===== src/rtl/whirlpool_pkg.sv =====
// Shared sizes and byte addressing for the Whirlpool state.
// A state is 8 rows x 8 bytes; byte (r,c) sits at bit 64r+8c.
package whirlpool_pkg;

    localparam int ROWS    = 8;
    localparam int COLS    = 8;
    localparam int BYTE_W  = 8;
    localparam int ROW_W   = 64;
    localparam int STATE_W = 512;

    function automatic logic [8:0] byte_off(
        input logic [2:0] r,
        input logic [2:0] c
    );
        return {r, 6'b0} + {3'b0, c, 3'b0};
    endfunction

endpackage


===== src/rtl/whirlpool_pi_row_sel.sv =====
// Combinational Pi row picker: one permuted row out of a stored state.
// Column c of the output row comes from a row rotated by c.
module whirlpool_pi_row_sel
    import whirlpool_pkg::*;
#(
    parameter bit INVERSE = 1'b1
) (
    input  logic [0:STATE_W-1] bank,
    input  logic [2:0]         row,
    output logic [0:ROW_W-1]   perm
);

    logic [2:0] src;

    // Gather byte c of the output row from source row (row +/- c) mod 8.
    always_comb begin
        perm = '0;
        src  = '0;
        for (int c = 0; c < COLS; c++) begin
            src = INVERSE ? row + 3'(c) : row - 3'(c);
            perm[c*BYTE_W +: BYTE_W] =
                bank[byte_off(src, 3'(c)) +: BYTE_W];
        end
    end

endmodule


===== src/rtl/whirlpool_wcipher_pi_stream.sv =====
// Row-serial Whirlpool Pi permuter with a two-bank ping-pong buffer.
// One bank fills while the other drains, giving one row per clock.
module whirlpool_wcipher_pi_stream
    import whirlpool_pkg::*;
#(
    parameter bit INVERSE = 1'b1
) (
    input  logic             i_clk,
    input  logic             i_rst,
    input  logic [0:ROW_W-1] i_row,
    input  logic             i_valid,
    output logic             o_ready,
    output logic [0:ROW_W-1] o_row,
    output logic             o_valid,
    input  logic             i_ready,
    output logic             o_last,
    output logic             o_busy
);

    logic [0:STATE_W-1] bank [2];
    logic [0:1]         full;
    logic               wr_bank;
    logic               rd_bank;
    logic [2:0]         wr_cnt;
    logic [2:0]         rd_cnt;
    logic               wr_fire;
    logic               rd_fire;

    assign o_ready = !full[wr_bank];
    assign wr_fire = i_valid & o_ready;
    assign o_valid = full[rd_bank];
    assign rd_fire = o_valid & i_ready;
    assign o_last  = o_valid & (rd_cnt == 3'd7);
    assign o_busy  = full[0] | full[1] | (wr_cnt != 3'd0);

    // Row storage: not reset, contents only matter once a bank is full.
    always_ff @(posedge i_clk) begin
        if (wr_fire)
            bank[wr_bank][byte_off(wr_cnt, 3'd0) +: ROW_W] <= i_row;
    end

    // Fill and drain bookkeeping; the two sides always touch
    // different banks, so same-cycle updates never collide.
    always_ff @(posedge i_clk or posedge i_rst) begin
        if (i_rst) begin
            full    <= '0;
            wr_bank <= 1'b0;
            rd_bank <= 1'b0;
            wr_cnt  <= '0;
            rd_cnt  <= '0;
        end else begin
            if (wr_fire) begin
                wr_cnt <= wr_cnt + 3'd1;
                if (wr_cnt == 3'd7) begin
                    full[wr_bank] <= 1'b1;
                    wr_bank       <= ~wr_bank;
                end
            end
            if (rd_fire) begin
                rd_cnt <= rd_cnt + 3'd1;
                if (rd_cnt == 3'd7) begin
                    full[rd_bank] <= 1'b0;
                    rd_bank       <= ~rd_bank;
                end
            end
        end
    end

    whirlpool_pi_row_sel #(
        .INVERSE (INVERSE)
    ) u_row_sel (
        .bank (bank[rd_bank]),
        .row  (rd_cnt),
        .perm (o_row)
    );

endmodule


===== config.mk =====
export PLATFORM = sky130hd
export DESIGN_NAME = whirlpool_wcipher_pi_stream
export DESIGN_NICKNAME = d
export VERILOG_FILES = /design/src/rtl/whirlpool_pkg.sv /design/src/rtl/whirlpool_pi_row_sel.sv /design/src/rtl/whirlpool_wcipher_pi_stream.sv
export SDC_FILE = /design/constraint.sdc
export NUM_CORES = 1
export LEC_CHECK = 0
export CAP_MARGIN = 20
export CORE_AREA = 10 10 382 384
export DETAILED_ROUTE_END_ITERATION = 7
export DIE_AREA = 0 0 392 394
export MAX_ROUTING_LAYER = met4
export PLACE_DENSITY = 0.53
export SLEW_MARGIN = 10
export SYNTH_ARGS = -nofsm -noshare
export SYNTH_HDL_FRONTEND = slang
export SYNTH_HIERARCHICAL = 1
export SYNTH_SLANG_ARGS = --single-unit

===== constraint.sdc =====
create_clock -name i_clk -period 6.3 [get_ports i_clk]
set_input_delay 0.945 -clock i_clk [delete_from_list [all_inputs] [get_ports i_clk]]
set_output_delay 0.945 -clock i_clk [all_outputs]
set_load 0.03 [all_outputs]

Yosys cells after proc, flatten, opt, wreduce, memory -nomap -nowiden
Memories as Yosys holds them, arrays and structs flattened.
Index checks and enable logic that the tools add are counted.
- register bits after elaboration: 10
- bits in writable memories: 1024
- input port bits: 68
- output and inout port bits: 68
- word-level logic and storage cells: 81
- memories: 1
- add/subtract/negate cells: 16
- order comparisons: 4
- equality and inequality tests: 2
- shift-type cells: 10
- mux-type cells: 16
- bitwise logic cells: 21
- reduce and logical (&&, ||, !) cells: 6
- memories (name ; words ; width ; rd ports ; clocked after memory_dff ; write ports ; RTL line ; source):
    bank ; 2 ; 512 ; 1 ; 0 ; 1 ; whirlpool_wcipher_pi_stream.sv:20 ; logic [0:STATE_W-1] bank [2];
- operators with widths (cell ; number):
    512-bit by 10-bit variable part select with 513-bit output ; 8
    513-bit by 11-bit variable shift with 512-bit output (first input constant) ; 1
    513-bit by 11-bit variable part select with 512-bit output ; 1
    512-bit two-way mux ; 1
    9-bit inverter with 10-bit output ; 9
    9-bit by 6-bit adder with 9-bit output (second input constant) ; 4
    9-bit by 5-bit adder with 9-bit output (second input constant) ; 2
    3-bit adder (second input constant) ; 4
    10-bit negation with 11-bit output ; 1
    9-bit by 4-bit adder with 9-bit output (second input constant) ; 1
    1-bit two-way mux ; 9
    2-bit two-way mux ; 4
    3-bit by 1-bit adder with 3-bit output (second input constant) ; 2
    3-bit by 2-bit adder with 3-bit output (second input constant) ; 2
    3-bit == test (second input constant) ; 2
    2-bit greater-or-equal comparator (second input constant) ; 2
    2-bit by 1-bit < comparator with 1-bit output (second input constant) ; 2
    1-bit inverter with 2-bit output ; 2
    2-bit AND reduction ; 2
    1-bit bitwise AND ; 3
    3-bit nonzero test ; 1
    2-bit bitwise AND ; 1
    1-bit demux with 1-bit select ; 2
    1-bit logical AND ; 2
    5 further kinds ; 7

Longest topological paths before layout
Gate-level depths: netlist of run 1.
- depth after elaboration: 11
- depth in mapped cells: 10
- mapped depth without buffers: 5

Hierarchy
Netlist of run 1, hierarchy kept.
- modules (own cells, without submodules) (module ; times used ; cells each ; area each (um^2) ; seq. area each (um^2)):
    whirlpool_wcipher_pi_stream ; 1 ; 2232 ; 40898.0 ; 30999.7
    whirlpool_pi_row_sel ; 1 ; 450 ; 4370.4 ; 0.0

Worst setup path before layout of run 1
Ideal clock, no wire load.
- path kind: register -> register
- start point: reg full[1] (netlist name)
- end point: mem bank[0][256] (netlist name) (enable)
- setup time: 0.578 ns
- arrival: 6.147 ns
- path slack: -0.426 ns
- cell stages (with the launch flop): 4
- cell sequence: dfrtp_1 mux2i_1 nand2_1 nor3b_1
- longest elaborated chain between the ends: 7
- ends and longest elaborated chain (element ; RTL line ; source):
    from (decl) ; whirlpool_wcipher_pi_stream.sv:21 ; logic [0:1] full;
    from (signal assigned) ; whirlpool_wcipher_pi_stream.sv:46 ; full <= '0;
    from (signal, indexed assignment) ; whirlpool_wcipher_pi_stream.sv:55 ; full[wr_bank] <= 1'b1;
    from (signal, indexed assignment) ; whirlpool_wcipher_pi_stream.sv:62 ; full[rd_bank] <= 1'b0;
    1-bit two-way mux (not written as such) (3 in series) ; whirlpool_wcipher_pi_stream.sv:29 ; assign o_ready = !full[wr_bank];
    1-bit zero test ; whirlpool_wcipher_pi_stream.sv:29 ;
    net o_ready ; whirlpool_wcipher_pi_stream.sv:12 ; output logic o_ready,
    1-bit bitwise AND ; whirlpool_wcipher_pi_stream.sv:30 ; assign wr_fire = i_valid & o_ready;
    1-bit two-way mux ; whirlpool_wcipher_pi_stream.sv:38 ; if (wr_fire)
    512-bit two-way mux (not written as such) ; whirlpool_wcipher_pi_stream.sv:39 ; bank[wr_bank][byte_off(wr_cnt, 3'd0) +: ROW_W] <= i_row;
    to (decl) ; whirlpool_wcipher_pi_stream.sv:20 ;
The timed path passes the listed nets, and every way through them passes these cells. The select of a mux whose other input is x is not followed.

Worst setup path in the final report of run 1
- start point: reg rd_cnt[1]
- end point: out o_row[63] (netlist name)
- longest elaborated chain between the ends: 4
- ends and longest elaborated chain (element ; RTL line ; source):
    from (decl) ; whirlpool_wcipher_pi_stream.sv:25 ; logic [2:0] rd_cnt;
    from (signal assigned) ; whirlpool_wcipher_pi_stream.sv:60 ; rd_cnt <= rd_cnt + 3'd1;
    3-bit adder ; whirlpool_pi_row_sel.sv:20 ; src = INVERSE ? row + 3'(c) : row - 3'(c);
    9-bit by 6-bit adder with 9-bit output ; whirlpool_pkg.sv:15 ; return {r, 6'b0} + {3'b0, c, 3'b0};
    9-bit inverter with 10-bit output (not written as such) ; whirlpool_pi_row_sel.sv:22 ; bank[byte_off(src, 3'(c)) +: BYTE_W];
    512-bit by 10-bit variable part select with 513-bit output ; whirlpool_pi_row_sel.sv:22 ;
    to (decl) ; whirlpool_wcipher_pi_stream.sv:13 ; output logic [0:ROW_W-1] o_row,
Every way passes these cells.

==> flow_summary_export.csv, run 1 <==
group,metric,value,unit
final_layout,fillerInstances,12800,
cts,htree_levels,3,
global_route,grt_overflow_total,0,
critical_path,end_kind,"output port",
route,ant_nets,0,
global_route,grt_max_degree,112,
critical_path,r2r-start,"wr_bank",
route,drc_errors,0,
floorplanning,die_x,392,um
global_route,antenna_found_initial,25,
yosys,synthArstFlopShare,0.00967,
yosys,ys_ff_latch,1034,
pwr,ir_worst_vdd,0.401,mV
cts,cts.clk_slew.worst_paths,60,ps
cts,cts_root_buf,"clkbuf_16",
route,drt_wl_total,126000,um
route,wl_per_cell,26.6,um
final_layout,multi_input_area,0.0137,sq mm
yosys,synth.distinct_cells,30,
sta,whs,587,ps
floorplanning,rows,137,
cts,cts.hold.buffers_added,0,
sta,period_minus_slack,5120,ps
floorplanning,core,0.139,sq mm
sta,period_share,0.813,
pwr,total_power,25.8,mW
yosys,syn_inst,2682,
sta,slew_violations,0,
yosys,ys.flop_type,"edfxtp_1",
critical_path,setup.worst_path.class,"reg2out",
placed_design,io_buffers,135,
cts,cts_resized,0,
sta,tightestPinTransition,1060,ps
final_layout,area_delta_synth_final,16.0,%
pwr,p_leak,17.7,nW
yosys,synth_seq_area_share,0.685,
status,status,"finished, final reports clean",
final_layout,nets,2905,
global_route,grt_pass1_wl,181000,um
cts,cts_buffers,105,
floorplanning,start_util,0.327,
cts,clk_path_buf_depth,3,
job,max-cap-violations,0,
hold_path,hp-class,"in2async",
critical_path,path_cells,"inv_1 > ha_4 > buf_4 > mux2i_1 > nand3_1 > and4_1 > clkdlybuf4s50_1",
route,met2_length,62200,um
sta,rsz0062_at_grt,"false",
yosys,synth_nets,2760,
cts,cts_tree,"built",
global_route,track_usage,0.165,
sta,timing.fmax,195,MHz
route,wl_met1,53400,um
critical_path,cp-startpoint,"rd_cnt[1]",
sta,finalHoldViolCount,0,
route,drt_iter0_markers,1826,
yosys,yosysWarnings,6,
cts,clock-sinks,1034,
route,wl_met3,7210,um
placed_design,dp_hpwl,67200,um
sta,slew-limit-headroom,0.294,
floorplanning,die_area,0.154,sq mm
global_route,grt_pass1_vias,26000,
floorplanning,ios,136,
yosys,syn_avg_cell_area,16.9,sq um
sta,tns,0,ps
pwr,powerDensity,491,mW/mm^2
final_layout,layout-drive-gt1-share,0.297,
final_layout,seqCellArea,0.0310,sq mm
sta,setup_viol,0,
critical_path,critical_path.max_stage_delay,940,ps
route,viasPerCell,5.08,
critical_path,cp.arrival,4180,ps
route,drt_first_pass_iters,5,
route,via_count,24100,
route,highest_layer,"met4",
critical_path,worstSetupStartpointType,"flop",
cts,insertion_delay,690,ps
yosys,netlist_area,0.0453,sq mm
critical_path,critical_path_required,5350,ps
sta,clock_skew,23.5,ps
critical_path,path_max_fanout,44,
placed_design,place_congestion,0.735,
cts,post_cts_buffers,0,
yosys,synth_edf_count,1024,
floorplanning,die_h,394,um
critical_path,cpMaxStageDelayCell,"ha_4",
-- per-stage QoR --
| stage | cells | instance area [sq um] | setup slack (ps) | util |
|---|---|---|---|---|
| 2_1_floorplan | 2682 | 45300 | 305 | - |
| 3_3_place_gp | 4524 | 49100 | 1950 | 0.354 |
| 3_5_place_dp | 4526 | 49100 | 1890 | 0.354 |
| 4_1_cts | 4718 | 52400 | 1130 | 0.379 |
| 5_1_grt | 4734 | 52500 | 1050 | 0.379 |
| 6_report | 4736 | 52500 | 1180 | 0.379 |
-- worst max-delay path, delay by kind of cell (launching register included) --
| family | cells | cell delay (ps) |
|---|---|---|
| mux | 1 | 270 |
| fa+ha+maj | 1 | 940 |
| flops | 1 | 680 |
| buf+inv | 3 | 1160 |
| simple gates | 2 | 390 |
-- layout by cell type (no fill, tap or decap), types with 9 or more instances in the layout --
cell	count
bufinv_16	9
edfxtp_1	1024
mux4_2	63
clkbuf_16	107
mux2i_1	130
nor2_4	11
mux2_2	548
buf_4	52
and4_1	32
diode_2	17
clkdlybuf4s50_1	135
clkinv_1	27
ha_1	9
and2_1	513
nand3_1	132
buf_12	17
clkinv_2	20
clkbuf_1	16
-- where the power goes --
| group | switching, mW | internal (mW) | total (mW) |
|---|---|---|---|
| clock network | 2.63 | 3.50 | 6.12 |
| logic | 6.44 | 4.50 | 10.9 |
| registers | 0.281 | 8.41 | 8.70 |
| total | 9.35 | 16.4 | 25.8 |
-- synth_stat cells (10+ instances only) --
master / count / area [sq um]
buf_2: 84 / 420
mux2i_1: 130 / 1300
clkbuf_1: 75 / 282
edfxtp_1: 1024 / 30700
nor2_1: 11 / 41.3
and4_1: 33 / 289
ha_1: 10 / 125
nand3_1: 132 / 661
and2_1: 513 / 3210
mux4_2: 63 / 1420
dfrtp_1: 10 / 250
mux2_2: 548 / 6170
-- path summary, 6_finish.rpt --
path / end / slack [ps] / cells past startpoint
worst max register to register: bank[1][470] / 2770 / 4
worst min-delay path: rd_cnt[0] / 590 / 2
min in group i_clk: full[0] / 650 / 2
max in group asynchronous: rd_cnt[1] / 5310 / 2
worst max-delay path: o_row[63] / 1180 / 7
worst min register to register: full[0] / 650 / 2
-- metal layers --
metal	up-vias	track usage
li1	10500	-
met1	12700	0.205
met2	628	0.272
met3	183	0.0323
met4	0	0.0462
met5	-	-
-- layout make-up --
class / count / area share
Antenna cell: 17 / 0.000810
Clock buffer: 126 / 0.0529
Clock inverter: 66 / 0.0107
Inverter: 6 / 0.000429
Multi-Input combinational cell: 1475 / 0.261
Sequential cell: 1034 / 0.591
Tap cell: 1807 / 0.0431
Timing Repair Buffer: 205 / 0.0399
-- logic make-up (layout without fill, tap and decap cells) --
logic type      count (synthesis)  count (layout)  share of synthesized area
flops                        1034            1034                      0.685
other cells                     0              17                          0
compound gates                  5               5                   0.000719
xor+xnor                        6               6                    0.00116
mux                           742             742                      0.197
buf+inv                       173             403                     0.0176
fa+ha+maj                      10              10                    0.00276
simple gates                  712             712                     0.0960
-- state kept, by name, indices dropped and copies added, names as in the netlist --
name	cells
rd_cnt	3
bank	1024
full	2
wr_cnt	3
wr_bank	1
rd_bank	1
(Power assumes the default switching activity.)
==> run 2: changes to the inputs <==
- PLACE_DENSITY: 0.53 -> 0.51
- clock period: 6.3 -> 5 ns (I/O delays scaled with it)
==> run 2 against run 1 <==
  * Cell count is 0.27% higher
  * Via count down 0.27%
  * Global-route usage grew 0.071 points
  * Hold slack worse by 160 ps
  * Power is 27% higher
  * Die area unchanged
  * Register-to-register slack worse by 1200 ps
==> flow_summary_export.csv, run 2 (synthesized netlist as in run 1, its figures left out) <==
group,metric,value,unit
critical_path,ff2ff_path_depth,4,
critical_path,path_cells,"buf_12 > buf_12 > mux2_2 > mux2i_1 > nand3_1 > and4_1 > clkdlybuf4s50_1",
cts,cts_resized,0,
hold_path,hp-class,"in2async",
cts,clk_path_buf_depth,3,
critical_path,end_kind,"output port",
placed_design,place_congestion,0.730,
cts,clock-sinks,1034,
sta,timing.fmax,216,MHz
critical_path,cpMaxStageDelayCell,"dfrtp_4",
route,via_count,24000,
critical_path,r2r-start,"wr_bank",
floorplanning,rows,137,
route,drt_wl_total,126000,um
critical_path,setup.worst_path.class,"reg2out",
route,met2_length,62600,um
sta,setup_viol,0,
final_layout,regMostFlops,"bank",
cts,cts.clk_slew.worst_paths,60,ps
final_layout,fillerInstances,12800,
global_route,grt_pass1_wl,183000,um
placed_design,io_buffers,135,
floorplanning,die_area,0.154,sq mm
route,wl_met1,54100,um
sta,slew-limit-headroom,0.340,
global_route,grt_pass1_vias,26300,
sta,period_minus_slack,4620,ps
pwr,total_power,32.7,mW
floorplanning,start_util,0.327,
final_layout,largest_reg_flops,1024,
final_layout,largest_registers,"bank: 1024 flops, rd_cnt: 3 flops, wr_cnt: 3 flops",
sta,setup_slack,380,ps
status,status,"finished, final reports clean",
cts,cts_root_buf,"clkbuf_16",
sta,rsz0062_at_grt,"false",
sta,period_share,0.924,
final_layout,nets,2914,
route,highest_layer,"met4",
critical_path,critical_path.max_stage_delay,820,ps
route,wl_met3,6980,um
cts,post_cts_buffers,0,
floorplanning,die_h,394,um
floorplanning,core,0.139,sq mm
cts,cts_buffers,108,
cts,cts.hold.buffers_added,0,
critical_path,critical_path_required,4250,ps
pwr,powerDensity,619,mW/mm^2
critical_path,worstSetupStartpointType,"flop",
floorplanning,die_x,392,um
final_layout,area_delta_synth_final,16.7,%
placed_design,pre_cts_ws,1080,ps
route,drt_iter0_markers,1794,
global_route,antenna_found_initial,19,
route,wl_per_cell,26.5,um
cts,htree_levels,3,
critical_path,path_max_fanout,70,
sta,slew_violations,0,
final_layout,mostFrequentLayoutCell,"edfxtp_1",
critical_path,crit_top_cell,"buf_12",
placed_design,dp_hpwl,69100,um
sta,clock_skew,22.1,ps
final_layout,seqCellArea,0.0310,sq mm
sta,tightestPinTransition,988,ps
final_layout,multi_input_area,0.0137,sq mm
final_layout,utilization,0.381,
route,drt_first_pass_iters,6,
critical_path,r2r_end,"bank[0][82]",
critical_path,cp.arrival,3870,ps
route,viasPerCell,5.05,
final_layout,layout-drive-gt1-share,0.302,
route,drc_errors,0,
sta,tns,0,ps
global_route,track_usage,0.165,
route,ant_nets,0,
cts,cts_tree,"built",
final_layout,layout_common_cells,"edfxtp_1 (1024), mux2_2 (548), and2_1 (513)",
global_route,grt_overflow_total,0,
pwr,ir_worst_vdd,0.653,mV
critical_path,rrSetupSlack,1610,ps
floorplanning,ios,136,
pwr,p_leak,17.8,nW
cts,insertion_delay,710,ps
job,max-cap-violations,0,
sta,finalHoldViolCount,0,
global_route,grt_max_degree,80,
run 2: cell count changes in the layout (fill, tap and decap cells not counted), sizes merged:
| cell | previous run | this run |
|---|---|---|
| buf | 70 | 87 |
| bufinv | 9 | 11 |
| clkbuf | 126 | 129 |
| clkdlybuf4s50 | 135 | 124 |
| clkinv | 48 | 56 |
| clkinvlp | 7 | 4 |
| diode | 17 | 14 |
run 2: how the worst max path moves through the flow:
stage,from,end,slack [ps],cells past startpoint
2_1_floorplan,full[1],bank[1][100],370,3
3_3_place_gp,rd_bank,o_row[8],1070,7
3_5_place_dp,rd_bank,o_row[8],1080,7
4_1_cts,rd_bank,o_row[8],310,7
5_1_grt,rd_bank,o_row[8],210,7
6_report,rd_bank,o_row[8],380,7
run 2: area by class of cell:
class                      count  share of cell area
antenna                       14            0.000663
clock buffer                 129              0.0539
clock inverter                73              0.0122
inverter                       6            0.000426
multi-input combinational   1475               0.260
sequential                  1034               0.587
tap                         1807              0.0428
timing repair buffer         211              0.0429
run 2: worst max-delay path, delay by kind of cell (launching register included):
| kind | cells | cell delay, ps |
|---|---|---|
| buf+inv | 3 | 1350 |
| flops | 1 | 820 |
| mux | 2 | 540 |
| simple gates | 2 | 360 |
run 2: per-layer routing:
| metal | global-route usage | up-vias |
|---|---|---|
| met5 | - | - |
| met4 | 0.0358 | 0 |
| met3 | 0.0283 | 146 |
| met2 | 0.275 | 584 |
| met1 | 0.211 | 12700 |
| li1 | - | 10500 |
run 2: power by group:
group	switching [mW]	internal (mW)
Sequential	0.363	10.6
Clock	3.36	4.60
Combinational	8.10	5.64
Total	11.8	20.8
run 2: stage by stage:
| step | cells | instance area [sq um] | hold WS, ps |
|---|---|---|---|
| 3_3_place_gp | 4532 | 49300 | 624 |
| 3_5_place_dp | 4533 | 49300 | 635 |
| 6_report | 4749 | 52800 | 428 |
| 2_1_floorplan | 2682 | 45300 | 503 |
| 4_1_cts | 4735 | 52800 | 406 |
| 5_1_grt | 4743 | 52800 | 458 |
==> variant 1, RTL diff (settings of run 2) <==
`ROW_W`: 64 -> 96.
--- a/src/rtl/whirlpool_pkg.sv
+++ b/src/rtl/whirlpool_pkg.sv
@@ -7,3 +7,3 @@
     localparam int BYTE_W  = 8;
-    localparam int ROW_W   = 64;
+    localparam int ROW_W   = 96;
     localparam int STATE_W = 512;
Interface: changed (resized i_row and o_row); port bits go from 136 to 200. The function was not compared with the original's and may differ.
==> variant 1 against run 2 <==
Sequential cell count is the same. Worst setup slack lost 17 ps. Utilization grew 0.75 points. Die area is the same. Cell area grew 2.0%. Synthesized cell count grew 7.8%. Area after synthesis grew 2.9%. Routed wire length grew 5.0%. Critical path depth is the same. Total power grew 8.7%. Critical path type unchanged.
==> variant 1: results <==
metrics = {
    "clock_tree": {
        "cts_buffers": 111,
    },
    "place": {
        "place_ws_ps": 1070,
        "gp_congestion": 0.732,
        "placed_cell_area_um2": 50400,
        "dpl.hpwl_um": 78000,
        "port_buffers": 167,
        "place_inst": 4770,
    },
    "route": {
        "drt_iter0_markers": 1829,
        "dr.pass1.iters": 5,
        "met2RoutedLength_um": 65800,
        "viasPerCell": 5.12,
        "routed_wl_um": 132000,
        "wl_per_cell_um": 26.5,
    },
    "setup_path": {
        "crit_path_end": "o_row[63]",
        "cp.arrival_ps": 3890,
        "timing.rr.start": "wr_cnt[2]$_DFFE_PP0N_",
        "max_stage_delay_ps": 780,
        "r2r_setup_slack_ps": 1790,
        "cp-startpoint": "rd_cnt[0]$_DFFE_PP0P_",
        "r2r-end": "bank[0][251]$_DFFE_PP_",
        "critPathMaxFanout": 41,
    },
    "finish": {
        "drive_gt1_share_pct": 29.1,
        "final_nets": 3186,
    },
    "global_routing": {
        "grt_max_degree": 65,
        "grt_pass1_vias": 26800,
        "grt_first_pass_wirelength_um": 189000,
        "antenna_found_initial": 7,
        "grt_usage_pct": 17.3,
    },
    "synth": {
        "synthCells": 2892,
        "netlist_top_cells_area": "edfxtp_1 (66%), mux2_2 (8.4%), mux2_4 (6.4%), nor2_1 (3.7%), mux2i_1 (3.5%)",
        "synth.distinct_cells": 39,
        "netlist_top_cells_count": "edfxtp_1 (1024), nor2_1 (464), mux2_2 (348)",
    },
    "timing": {
        "slew-limit-headroom_pct": 30.0,
    },
    "run_status": {
        "status": "finished clean",
    },
}
-- variant 1: cells by family after synthesis --
group	Yosys count	synth area share (%)
muxes	774	21.4
and+or+nand+nor	759	7.15
DFF	1034	66.6
AOI/OAI and AO/OA	71	1.22
buffers and inverters	237	3.23
xor gates and xnor gates	6	0.113
adders and majority gates	10	0.269
other	1	0.00805
-- variant 1: per-layer routing --
| metal | vias up | track usage (%) |
|---|---|---|
| li1 | 11300 | - |
| met1 | 13300 | 21.9 |
| met2 | 678 | 28.9 |
| met3 | 191 | 2.55 |
| met4 | 0 | 4.19 |
| met5 | - | - |
-- variant 1: stage by stage --
stage          total power [W]  util, %  hold WS [ps]
2_1_floorplan           0.0220        -           503
3_3_place_gp            0.0279     36.4           564
3_5_place_dp            0.0280     36.4           560
4_1_cts                 0.0360     38.9           440
5_1_grt                 0.0370     38.9           447
6_report                0.0355     38.9           430
-- variant 1: cell type report --
cell class | instances | area, um2 | share of cell area (%)
Antenna cell | 3 | 7.51 | 0.0139
Timing Repair Buffer | 270 | 2640 | 4.89
Clock buffer | 149 | 3010 | 5.58
Clock inverter | 50 | 474 | 0.881
Inverter | 7 | 26.3 | 0.0488
Sequential cell | 1034 | 31000 | 57.6
Tap cell | 1807 | 2260 | 4.20
Multi-Input combinational cell | 1652 | 14400 | 26.8
-- variant 1: report_power, final --
| group | switching (W) | internal [W] | total [W] |
|---|---|---|---|
| clock network | 0.00334 | 0.00464 | 0.00798 |
| registers | 0.000431 | 0.0110 | 0.0114 |
| logic | 0.00977 | 0.00636 | 0.0161 |
| total | 0.0135 | 0.0220 | 0.0355 |
==> variant 2, RTL diff (settings of run 2) <==
Made on the original files. Reset style: synchronous (`i_rst`), changed in one clocked block.
--- a/src/rtl/whirlpool_wcipher_pi_stream.sv
+++ b/src/rtl/whirlpool_wcipher_pi_stream.sv
@@ -43,3 +43,3 @@
     // different banks, so same-cycle updates never collide.
-    always_ff @(posedge i_clk or posedge i_rst) begin
+    always_ff @(posedge i_clk) begin
         if (i_rst) begin
Check against the original RTL: not settled (the Yosys comparison gave no result); the edit may change what the design does.
==> variant 2 against run 2 <==
Routed wire length rose by 0.32%. Cell area barely moved. First-iteration DRC count fell by 8.4%. Sequential share of layout area barely moved. Clock skew fell by 1.3 ps. Sequential cell count rose by 1. Worst setup slack improved by 200 ps. Count of clock-buffer cells in the layout fell by 3. Area after synthesis rose by 0.43%. Synthesized cell count rose by 0.60%. Global-route usage barely moved. Fmax rose by 4.5%. Critical path type unchanged.
Power is not compared: it rests on default switching activity, and its combinational part moved more than twofold at a synthesized area within 25%.
==> variant 2: results <==
metrics = {
    "place": {
        "placed_cell_area_um2": 49400,
        "gp_congestion": 0.735,
        "place_ws_ps": 1220,
        "port_buffers": 135,
        "dpl.hpwl_um": 67900,
    },
    "synth": {
        "synth_edf_count": 1024,
        "synthArstFlopShare_pct": 0,
        "netlist_top_cells_count": "edfxtp_1 (1024), mux2_2 (544), and2_1 (449)",
        "synth_ff_type": "edfxtp_1",
        "netlist_top_cells_area": "edfxtp_1 (68%), mux2_2 (13%), and2_1 (6.2%), mux4_2 (3.2%), mux2i_1 (2.9%)",
        "synth.distinct_cells": 41,
        "seq_area_frac_synth_pct": 68.1,
        "syn_nets": 2776,
    },
    "global_routing": {
        "grt_pass1_vias": 26400,
        "met1_usage_pct": 21.4,
        "met2_usage_pct": 27.2,
        "use_met3_pct": 2.65,
        "grt_max_degree": 91,
        "grt_usage_pct": 16.6,
        "antenna_found_initial": 17,
        "grt_first_pass_wirelength_um": 182000,
    },
    "route": {
        "routed_wl_um": 126000,
        "num_vias": 24200,
        "dr.pass1.iters": 5,
        "drt_iter0_markers": 1643,
    },
    "run_status": {
        "status": "finished clean",
    },
    "clock_tree": {
        "cts_resized": 0,
        "path_clk_slew_ps": 60,
        "root_buffer": "clkbuf_16",
        "cts_buffers": 106,
        "cts_setup_buffers": 0,
    },
    "timing": {
        "slew-limit-headroom_pct": 27.8,
        "fin_worst_skew_ps": 20.8,
    },
    "power_and_ir_drop": {
        "vdd_drop_max_mv": 0.236,
    },
    "setup_path": {
        "critPathMaxFanout": 46,
        "cp.arrival_ps": 3670,
    },
    "hold_path": {
        "hp-class": "register to register",
    },
    "finish": {
        "final_nets": 2924,
        "n_fill_cell": 12700,
        "drive_gt1_share_pct": 32.5,
    },
}
## variant 2: power groups by stage
stage	sequential, W	clock (W)	combinational (W)
floorplan	0.00981	0	0.000381
global placement	0.00981	0	0.000722
detailed placement	0.00982	0	0.000743
CTS	0.00963	0.00794	0.000746
global route	0.00964	0.00829	0.000790
finish	0.00963	0.00777	0.000733
## variant 2: critical path, stage by stage, from the launching register on
cell and delay, ps:
dfxtp_4 560, buf_12 330, buf_4 340, mux2_2 380, mux4_2 450, mux2_2 300, clkdlybuf4s50_1 600
## variant 2: worst paths after layout
| path | start | to | slack, ps | cells past startpoint |
|---|---|---|---|---|
| min | full[1]$_SDFF_PP0_ | full[1]$_SDFF_PP0_ | 610 | 2 |
| min reg2reg | full[1]$_SDFF_PP0_ | full[1]$_SDFF_PP0_ | 610 | 2 |
| max reg2reg | wr_bank$_SDFFE_PP0P_ | bank[1][498]$_DFFE_PP_ | 1180 | 4 |
| max | register | o_row[20] | 580 | 6 |
## variant 2: area by class of cell
type / count / share of cell area, %
multi-input cells: 1489 / 26.3
repair buffers: 207 / 4.29
clock buffers: 126 / 5.29
diodes: 15 / 0.0711
flip-flops and latches: 1035 / 58.7
well taps: 1807 / 4.28
clock inverters: 67 / 1.07
inverters: 7 / 0.0498
## variant 2: per-layer routing
layer	wire length, um	up-vias
met5	0	-
met4	2410	0
met3	6120	155
met2	61800	542
met1	55700	12800
li1	-	10600
## variant 2: cells by family (layout without fill, tap and decap cells)
logic type / count (synthesis) / count (layout) / synth area share, %
AND/OR/NAND/NOR: 723 / 723 / 10.0
XOR/XNOR: 4 / 4 / 0.0771
AO/OA/AOI/OAI: 13 / 13 / 0.168
buffers and inverters: 174 / 407 / 1.82
other: 0 / 15 / 0
adder cells (fa/ha/maj): 10 / 10 / 0.275
multiplexers: 739 / 739 / 19.5
flip-flops: 1035 / 1035 / 68.1
## variant 2: per-stage QoR
step                      instances  power (W)  setup TNS, ps
final                          4753     0.0181              0
after floorplan                2698     0.0102         -18190
after global placement         4545     0.0105              0
after detailed placement       4545     0.0106              0
after global routing           4748     0.0187              0
after CTS                      4738     0.0183              0
